**src/rtl/game_pkg.sv**
```systemverilog
// Shared types and default constants for the Space Invaders game-flow controller.
// The state encoding is fixed because the HUD decodes it directly.
package game_pkg;

    typedef enum logic [2:0] {
        ST_IDLE        = 3'd0,
        ST_PLAYING     = 3'd1,
        ST_LIFE_LOST   = 3'd2,
        ST_LEVEL_CLEAR = 3'd3,
        ST_GAME_OVER   = 3'd4,
        ST_PAUSED      = 3'd5
    } state_t;

    localparam int LIVES_INIT_DEF    = 3;
    localparam int LEVELS_DEF        = 4;
    localparam int BANNER_CYCLES_DEF = 50_000_000;
    localparam int OVER_CYCLES_DEF   = 150_000_000;

    function automatic int max_int(input int a, input int b);
        return (a > b) ? a : b;
    endfunction

endpackage

```
**src/rtl/game_flow_fsm_edge_detect.sv**
```systemverilog
// Registered rising-edge detector. RESET_VAL=1 keeps a level held through reset
// from being seen as a fresh press.
module edge_detect #(
    parameter logic RESET_VAL = 1'b1
) (
    input  logic clk,
    input  logic reset,
    input  logic sig_i,
    output logic rise_o
);

    logic sig_q;

    // NOTE: sequential state uses non-blocking assignments so every flop samples pre-edge values.
    always_ff @(posedge clk) begin
        if (reset) sig_q <= RESET_VAL;
        else       sig_q <= sig_i;
    end

    assign rise_o = sig_i & ~sig_q;

endmodule

```
**src/rtl/game_flow_fsm.sv**
```systemverilog
// Game-flow controller: start key and gameplay events -> game state, lives, level.
// Define GAME_PAUSE_EN to add the pause_key input and the PAUSED state.
module game_flow_fsm
    import game_pkg::*;
#(
    parameter int LIVES_INIT    = LIVES_INIT_DEF,
    parameter int LEVELS        = LEVELS_DEF,
    parameter int BANNER_CYCLES = BANNER_CYCLES_DEF,
    parameter int OVER_CYCLES   = OVER_CYCLES_DEF
) (
    input  logic                      clk,
    input  logic                      reset,
    input  logic                      start_key,
    input  logic                      player_hit,
    input  logic                      aliens_cleared,
    input  logic                      aliens_landed,
`ifdef GAME_PAUSE_EN
    input  logic                      pause_key,
`endif
    output logic                      start,
    output logic                      wave_start,
    output logic                      playing,
    output logic [2:0]                state,
    output logic [2:0]                lives,
    output logic [$clog2(LEVELS)-1:0] level,
    output logic                      win
);

    localparam int LW = $clog2(LEVELS);
    localparam int TW = $clog2(max_int(BANNER_CYCLES, OVER_CYCLES) + 1);

    localparam logic [2:0]    LIVES_LOAD  = 3'(LIVES_INIT);
    localparam logic [LW-1:0] LEVEL_LAST  = LW'(LEVELS - 1);
    localparam logic [TW-1:0] BANNER_LAST = TW'(BANNER_CYCLES - 1);
    localparam logic [TW-1:0] OVER_LAST   = TW'(OVER_CYCLES - 1);

    state_t          state_q, state_d;
    logic [2:0]      lives_q, lives_d;
    logic [LW-1:0]   level_q, level_d;
    logic [TW-1:0]   timer_q, timer_d;
    logic            win_q, win_d;
    logic            start_q, start_d;
    logic            wave_q, wave_d;
    logic            playing_q, playing_d;
    logic            start_rise;

    edge_detect #(.RESET_VAL(1'b1)) u_start_edge (
        .clk    (clk),
        .reset  (reset),
        .sig_i  (start_key),
        .rise_o (start_rise)
    );

`ifdef GAME_PAUSE_EN
    logic pause_rise;

    edge_detect #(.RESET_VAL(1'b1)) u_pause_edge (
        .clk    (clk),
        .reset  (reset),
        .sig_i  (pause_key),
        .rise_o (pause_rise)
    );
`endif

    always_ff @(posedge clk) begin
        if (reset) begin
            state_q   <= ST_IDLE;
            lives_q   <= LIVES_LOAD;
            level_q   <= '0;
            timer_q   <= '0;
            win_q     <= 1'b0;
            start_q   <= 1'b0;
            wave_q    <= 1'b0;
            playing_q <= 1'b0;
        end else begin
            state_q   <= state_d;
            lives_q   <= lives_d;
            level_q   <= level_d;
            timer_q   <= timer_d;
            win_q     <= win_d;
            start_q   <= start_d;
            wave_q    <= wave_d;
            playing_q <= playing_d;
        end
    end

    // NOTE: every variable gets a default first so no path through the case infers a latch.
    always_comb begin
        state_d = state_q;
        lives_d = lives_q;
        level_d = level_q;
        win_d   = win_q;
        start_d = 1'b0;
        wave_d  = 1'b0;
        case (state_q)
            ST_IDLE: if (start_rise) begin
                state_d = ST_PLAYING;
                start_d = 1'b1;
                wave_d  = 1'b1;
                lives_d = LIVES_LOAD;
                level_d = '0;
                win_d   = 1'b0;
            end
            // Event priority: landed > hit > cleared; losers in the same cycle are dropped.
            ST_PLAYING: begin
                if (aliens_landed) begin
                    lives_d = '0;
                    win_d   = 1'b0;
                    state_d = ST_GAME_OVER;
                end else if (player_hit) begin
                    lives_d = lives_q - 3'd1;
                    state_d = (lives_q == 3'd1) ? ST_GAME_OVER : ST_LIFE_LOST;
                end else if (aliens_cleared) begin
                    if (level_q == LEVEL_LAST) begin
                        win_d   = 1'b1;
                        state_d = ST_GAME_OVER;
                    end else begin
                        state_d = ST_LEVEL_CLEAR;
                    end
                end
`ifdef GAME_PAUSE_EN
                else if (pause_rise) begin
                    state_d = ST_PAUSED;
                end
`endif
            end
            ST_LIFE_LOST: if (timer_q == BANNER_LAST) begin
                state_d = ST_PLAYING;
                wave_d  = 1'b1;
            end
            ST_LEVEL_CLEAR: if (timer_q == BANNER_LAST) begin
                level_d = level_q + LW'(1);
                state_d = ST_PLAYING;
                wave_d  = 1'b1;
            end
            ST_GAME_OVER: if (timer_q == OVER_LAST && start_rise) begin
                state_d = ST_IDLE;
            end
`ifdef GAME_PAUSE_EN
            ST_PAUSED: if (pause_rise) begin
                state_d = ST_PLAYING;
            end
`endif
            default: state_d = ST_IDLE;
        endcase

        if (state_d != state_q) begin
            timer_d = '0;
        end else if (state_q == ST_GAME_OVER) begin
            timer_d = (timer_q == OVER_LAST) ? timer_q : timer_q + TW'(1);
        end else if (state_q == ST_LIFE_LOST || state_q == ST_LEVEL_CLEAR) begin
            timer_d = timer_q + TW'(1);
        end else begin
            timer_d = '0;
        end

        playing_d = (state_d == ST_PLAYING);
    end

    always_comb begin
        start      = start_q;
        wave_start = wave_q;
        playing    = playing_q;
        state      = state_q;
        lives      = lives_q;
        level      = level_q;
        win        = win_q;
    end

endmodule

```
**config.mk**
```make
export PLATFORM = sky130hd
export DESIGN_NAME = game_flow_fsm
export DESIGN_NICKNAME = d
export VERILOG_FILES = /design/src/rtl/game_pkg.sv /design/src/rtl/game_flow_fsm_edge_detect.sv /design/src/rtl/game_flow_fsm.sv
export SDC_FILE = /design/constraint.sdc
export NUM_CORES = 1
export LEC_CHECK = 0
export BUFFER_PORTS_ARGS = -buffer_cell sky130_fd_sc_hd__buf_4
export CORE_MARGIN = 5
export CORE_UTILIZATION = 55
export DETAILED_ROUTE_END_ITERATION = 8
export GPL_TIMING_DRIVEN = 0
export PLACE_DENSITY = 0.7
export SYNTH_ARGS = -nofsm -noshare
export SYNTH_HDL_FRONTEND = slang
export SYNTH_SLANG_ARGS = --single-unit
export TNS_END_PERCENT = 5
```
**constraint.sdc**
```tcl
create_clock -name clk -period 4.1 [get_ports clk]
set_input_delay 0 -clock clk [delete_from_list [all_inputs] [get_ports clk]]
set_output_delay 0 -clock clk [all_outputs]
set_load 0.1 [all_outputs]
```
# --- Yosys cells after proc, flatten, opt, wreduce, memory -nomap -nowiden ---
# Index checks and enable logic that the tools add are counted.
totals:
  reg_bits: 41
  inputBits: 6
op_classes:
  addsub: 3
  mux: 28
  bitwise: 3
  n_reduce_logical: 11
  eq_ne: 17
op_table:
  columns: ["operator", "count"]
  rows:
  - ["$mux 28", 3]
  - ["$mux 3", 11]
  - ["$add 28x1->28 const B", 1]
  - ["$eq 28x26->1 const B", 1]
  - ["$eq 28x28->1 const B", 1]
  - ["$ne 3x3->1 const B", 4]
  - ["$pmux 3 s4", 1]
  - ["$eq 3x1->1 const B", 3]
  - ["$mux 1", 7]
  - ["$eq 3x2->1 const B", 2]
  - ["$ne 2x2->1 const B", 3]
  - ["$pmux 3 s2", 1]
  - ["$reduce_and 3->1", 2]
  - ["$reduce_or 2->1", 3]
  - ["$reduce_and 5->1", 1]
  - ["$mux 2", 2]
  - ["$pmux 1 s2", 2]
  - ["$pmux 2 s2", 1]
  - ["$reduce_bool 2->1", 2]
  - ["$eq 3x3->1 const B", 1]
  - ["$logic_not 3->1", 1]
  - ["$ne 3x3->1", 1]
  - ["$sub 3x1->3 const B", 1]
  - ["$add 2x1->2 const B", 1]
  - ["5 further kinds", 6]

# --- Longest topological paths before layout ---
logic_depth:
  word_depth: 8
  ltp_mapped: 9
  mapped_depth_nobuf: 7

# --- By module ---
# Synthesis repeated with hierarchy kept, for this count alone.
unflattened:
  hier_cells: 252
  area_unflattened_um2: 2104.5
by_module_without_submodules:
  columns: ["module", "area_per_inst_um2", "cells_per_inst", "instances"]
  rows:
  - ["game_flow_fsm", 2072.0, 249, 1]
  - ["edge_detect", 32.5, 3, 1]

# --- Worst setup path before layout ---
# Ideal clock, no wire load.
synth_path:
  path_type: "register to register"
  start: "register state_q[0] (netlist: state[0])"
  end: "register timer_q[26]"
  setup_time_ns: 0.073
  period_less_slack_ns: 2.964
  stages_incl_launch_ff: 9
  n_path_buf: 3
  path_slack_ns: 1.136
  arrival_ns: 2.891
  cell_sequence: "dfxtp_1 -> or4b_1 -> buf_2 -> o311a_1 -> nor4b_2 -> a2bb2o_4 -> buf_6 -> buf_6 -> nor3_2"
synth_between:
  elab_chain_cells: 6
  elab_cells_between_ends: 19
  cone_classes: "eq/ne (6); mux (9); reduce/logical (4)"
synth_rtl:
  columns: ["item", "line", "source"]
  rows:
  - ["start: declaration", "game_flow_fsm.sv:37", "state_t state_q, state_d;"]
  - ["start signal: assignment", "game_flow_fsm.sv:76", "state_q <= state_d;"]
  - ["$mux 3", "game_flow_fsm.sv:113", "end else if (aliens_cleared) begin"]
  - ["$mux 3", "game_flow_fsm.sv:110", "end else if (player_hit) begin"]
  - ["$mux 3", "game_flow_fsm.sv:106", "if (aliens_landed) begin"]
  - ["$pmux 3 s4", "game_flow_fsm.sv:95", "case (state_q)"]
  - ["$ne 3x3->1", "game_flow_fsm.sv:147", "if (state_d != state_q) begin"]
  - ["$reduce_or 2->1 (no line)", null, null]
  - ["end signal: assignment", "game_flow_fsm.sv:79", "timer_q <= timer_d;"]
  - ["end: declaration", "game_flow_fsm.sv:40", "logic [TW-1:0] timer_q, timer_d;"]
# Several ways; a longest one is shown, not always the timed one.
# A chain may end at the register's enable or synchronous reset.

# --- Worst setup path in the final report ---
layout_path:
  start: "register timer_q[0]"
  end: "register timer_q[16]"
layout_between:
  elab_chain_cells: 6
  elab_cells_between_ends: 13
  cone_classes: "add/sub (1); eq/ne (4); mux (6); reduce/logical (2)"
layout_rtl:
  columns: ["item"]
  rows:
  - ["branches (longest 6 deep; another with $add 28x1->28)"]
# Parallel ways; which one is timed is not known. The select of a mux whose other input is x is not followed.

==> metrics.md <==
| Metric | Value |
|---|---|
| Final setup vio count | `0` |
| Buffers from clock root to sink, at most | `2` |
| Clk sinks | `between 40 and 50` |
| Worst VDD drop | `~0.25 mV` |
| Maximum number of pins on one net before global-route repair | `12` |
| Biggest area consumer among synthesized cells | `dfxtp_1` |
| IO Pins | `18` |
| Area of the die | `about 5500 um2` |
| Power density of the placed cells | `approximately 300 nW/um2` |
| Detail Placement HPWL | `3800 um` |
| Main synth FF type | `dfxtp_1` |
| Final period util | `0.730` |
| Number of instances in the placed design | `321` |
| Total number of vias | `about 2000` |
| Routed vias/inst | `6.02` |
| Syn nets | `about 260` |
| Via count of the first global-routing pass | `1854` |
| Effective utilization at floorplan | `0.569` |
| Setup TNS | `0 ns` |
| Yosys cell types | `47` |
| I/O Buffers | `17` |
| Filler Cell Count | `around 360` |
| Met3 track utilization from global routing | `0.0432` |
| Total Nets Final | `290` |
| Clock Skews | `about 0.0050 ns` |
| Global-route usage over all layers | `0.206` |
| Cell area after technology mapping | `between 2000 and 2500 um2` |
| Worst EP required | `4.27 ns` |
| Overall routed net length | `around 5200 um` |
| Async SR Flop Fraction | `0` |
| Antenna Nets Post-Route | `0` |
| Area of the core region | `approximately 4000 um2` |
| CTS tree | `yes` |
| First DRT Iteration DRCs | `~150` |
| Crit-path max FO | `10` |
| Final hold violation count | `0` |
| Standard-cell rows | `23` |
| Count of antenna diodes in the layout | `0` |
| Met1 Resource Use GR | `0.277` |
| Data arrival time at the worst-slack endpoint | `approximately 3.2 ns` |
| Cells after Synth | `around 250` |
| Capturing element type of the critical path | `flop` |
| Post-Route Utilization | `0.645` |
| Total clock buffers created by CTS | `5` |
| Most used routing layer in global routing | `met2` |
| Fraction of final layout cells with drive strength greater than 1 | `0.193` |
| Clock Pin Slew Worst Setup and Hold Paths | `approximately 0.080 ns` |
| Setup repair after global routing missed its margin | `false` |
| Share of the synthesized area in the top cell type | `0.361` |
| Post-cts sizing count | `0` |
| Area added between synthesis and finish | `13.3%` |
| Power after layout | `around 770 uW` |
| Count of pins over their slew limit | `0` |
| H-tree depth | `2` |
| Average wire length per cell after detail routing | `about 16 um` |
| Number of optimization iterations in the first detailed-route pass | `4` |
| Worst setup path class | `flop to flop` |
| Global placer's final weighted congestion | `~0.83` |
| Leakage dissipation | `roughly 0.81 nW` |
| Number of enable-type register cells in the synthesized netlist | `0` |
| Post-synthesis sequential area ratio | `0.361` |
| Min-delay worst type | `input pin to flop` |
| Worst-Skew Late Latency | `0.29 ns` |
| Slew at the pin closest to its max-slew limit | `between 0.9 and 1 ns` |
| Mean cell area of the mapped netlist | `8.96 um2` |
| Number of antenna violations at the first check in global routing | `0` |
| Die width | `around 74 um` |
| Multi-input gate area | `about 1400 um2` |
| Post-layout minimum cycle time | `around 3.0 ns` |
| Vert. Die Dim | `roughly 74 um` |
| Startpoint type of the worst setup path | `flop` |
| Most common library cell in the layout ignoring fill and taps | `dfxtp_1` |
| Detailed-route DRC error count | `0` |
| Top cells by area in the synthesized netlist | `dfxtp_1 36%, nor3_2 7.9%, xor2_1 6.5%, nand3_1 4.2%, nand4_1 3.0%` |
| Max-cap violations | `0` |
| Outcome | `complete, no violations` |
| Yosys reg bits | `41` |
| Number of synthesis warnings | `0` |
| Met2 Use GR | `0.329` |
| FMAX | `approximately 330 MHz` |
| GRT Residual Overflow | `0` |
| Clock root buffer | `clkbuf_8` |
| FF/Latch Area | `around 820 um2` |
| Final standard cell count with taps included and fillers excluded | `330` |
| Most used cells in the layout excluding fill and tap cells | `41 x dfxtp_1, 19 x nand3_1, 18 x nor3_2` |
| Global-route wire length before repair | `~9000 um` |
| Worst relative slew slack | `0.364` |
layer usage:
| layer | wire (um) | share of wire |
|---|---|---|
| met3 | 233 | 0.045 |
| met4 | 82 | 0.016 |
| met5 | 0 | 0 |
| met1 | 2480 | 0.47 |
| met2 | 2430 | 0.46 |
cell type report:
type                    count  share of cell area
clock buffers               7              0.0335
well taps                  50              0.0243
repair buffers             19              0.0573
inverters                   4             0.00582
multi-input cells         197               0.530
flip-flops and latches     41               0.318
plain buffers              12              0.0306
registers in the layout, summed over array words and instances (netlist names):
signal	count
win	1
wave_start	1
start	1
lives	3
level	2
state	3
timer_q	28
playing	1
u_start_edge.sig_q	1
stage by stage:
step / instance area, um2 / setup slack [ns] / hold WS, ns
global route: 2580 / 0.951 / 0.126
floorplan: 2280 / 1.14 / 0.0757
global placement: 2470 / 1.16 / 0.207
finish: 2580 / 1.11 / 0.128
detailed placement: 2470 / 1.15 / 0.211
CTS: 2580 / 1.12 / 0.114
kinds of logic after synthesis:
kind of cell / after synthesis / share of synthesized area
AOI/OAI and AO/OA: 45 / 0.141
xor gates and xnor gates: 18 / 0.0693
adders and majority gates: 4 / 0.0220
buffers and inverters: 16 / 0.0412
DFF: 41 / 0.361
and+or+nand+nor: 130 / 0.366
critical path, cell delays in order (launching register included):
cell,delay [ns]
dfxtp_1,0.43
ha_1,0.30
nand4_1,0.22
or4_1,0.60
o21ai_1,0.28
and3_1,0.20
clkbuf_1,0.36
buf_2,0.39
nor3_2,0.09
Yosys cell counts, drive strengths merged, types with 3 or more instances:
cell type and instances:
nand3 19, inv 4, or3 5, nand2 17
nand2b 3, and2 3, buf 7, a211oi 8
or2 3, xor2 17, clkbuf 5, o21ai 10
o31ai 3, nor3 24, a21oi 8, or4 6
nor3b 3, nand4 11, nor4 5, nor2b 3
ha 4, o21a 3, nor2 14, dfxtp 41
and3 3
report_power, final:
part           switching, mW  internal, mW
registers            0.00353         0.402
clock network          0.136         0.134
logic                 0.0629        0.0302
total                  0.202         0.566
repair_timing:
item                                   4_1_cts  5_1_grt
buffers inserted                             0        0
hold buffers                                 2        0
endpoints found under the hold margin        4        0
worst paths after layout:
path                            startpoint          end  slack (ns)  cells past startpoint
worst max-delay path            timer_q[0]  timer_q[16]        1.11                      8
worst min-delay path            player_hit          win        0.13                      4
worst max register to register  timer_q[0]  timer_q[16]        1.11                      8
worst min register to register  timer_q[1]   timer_q[1]        0.50                      2
Note: power is estimated with default switching activity, not from simulation.
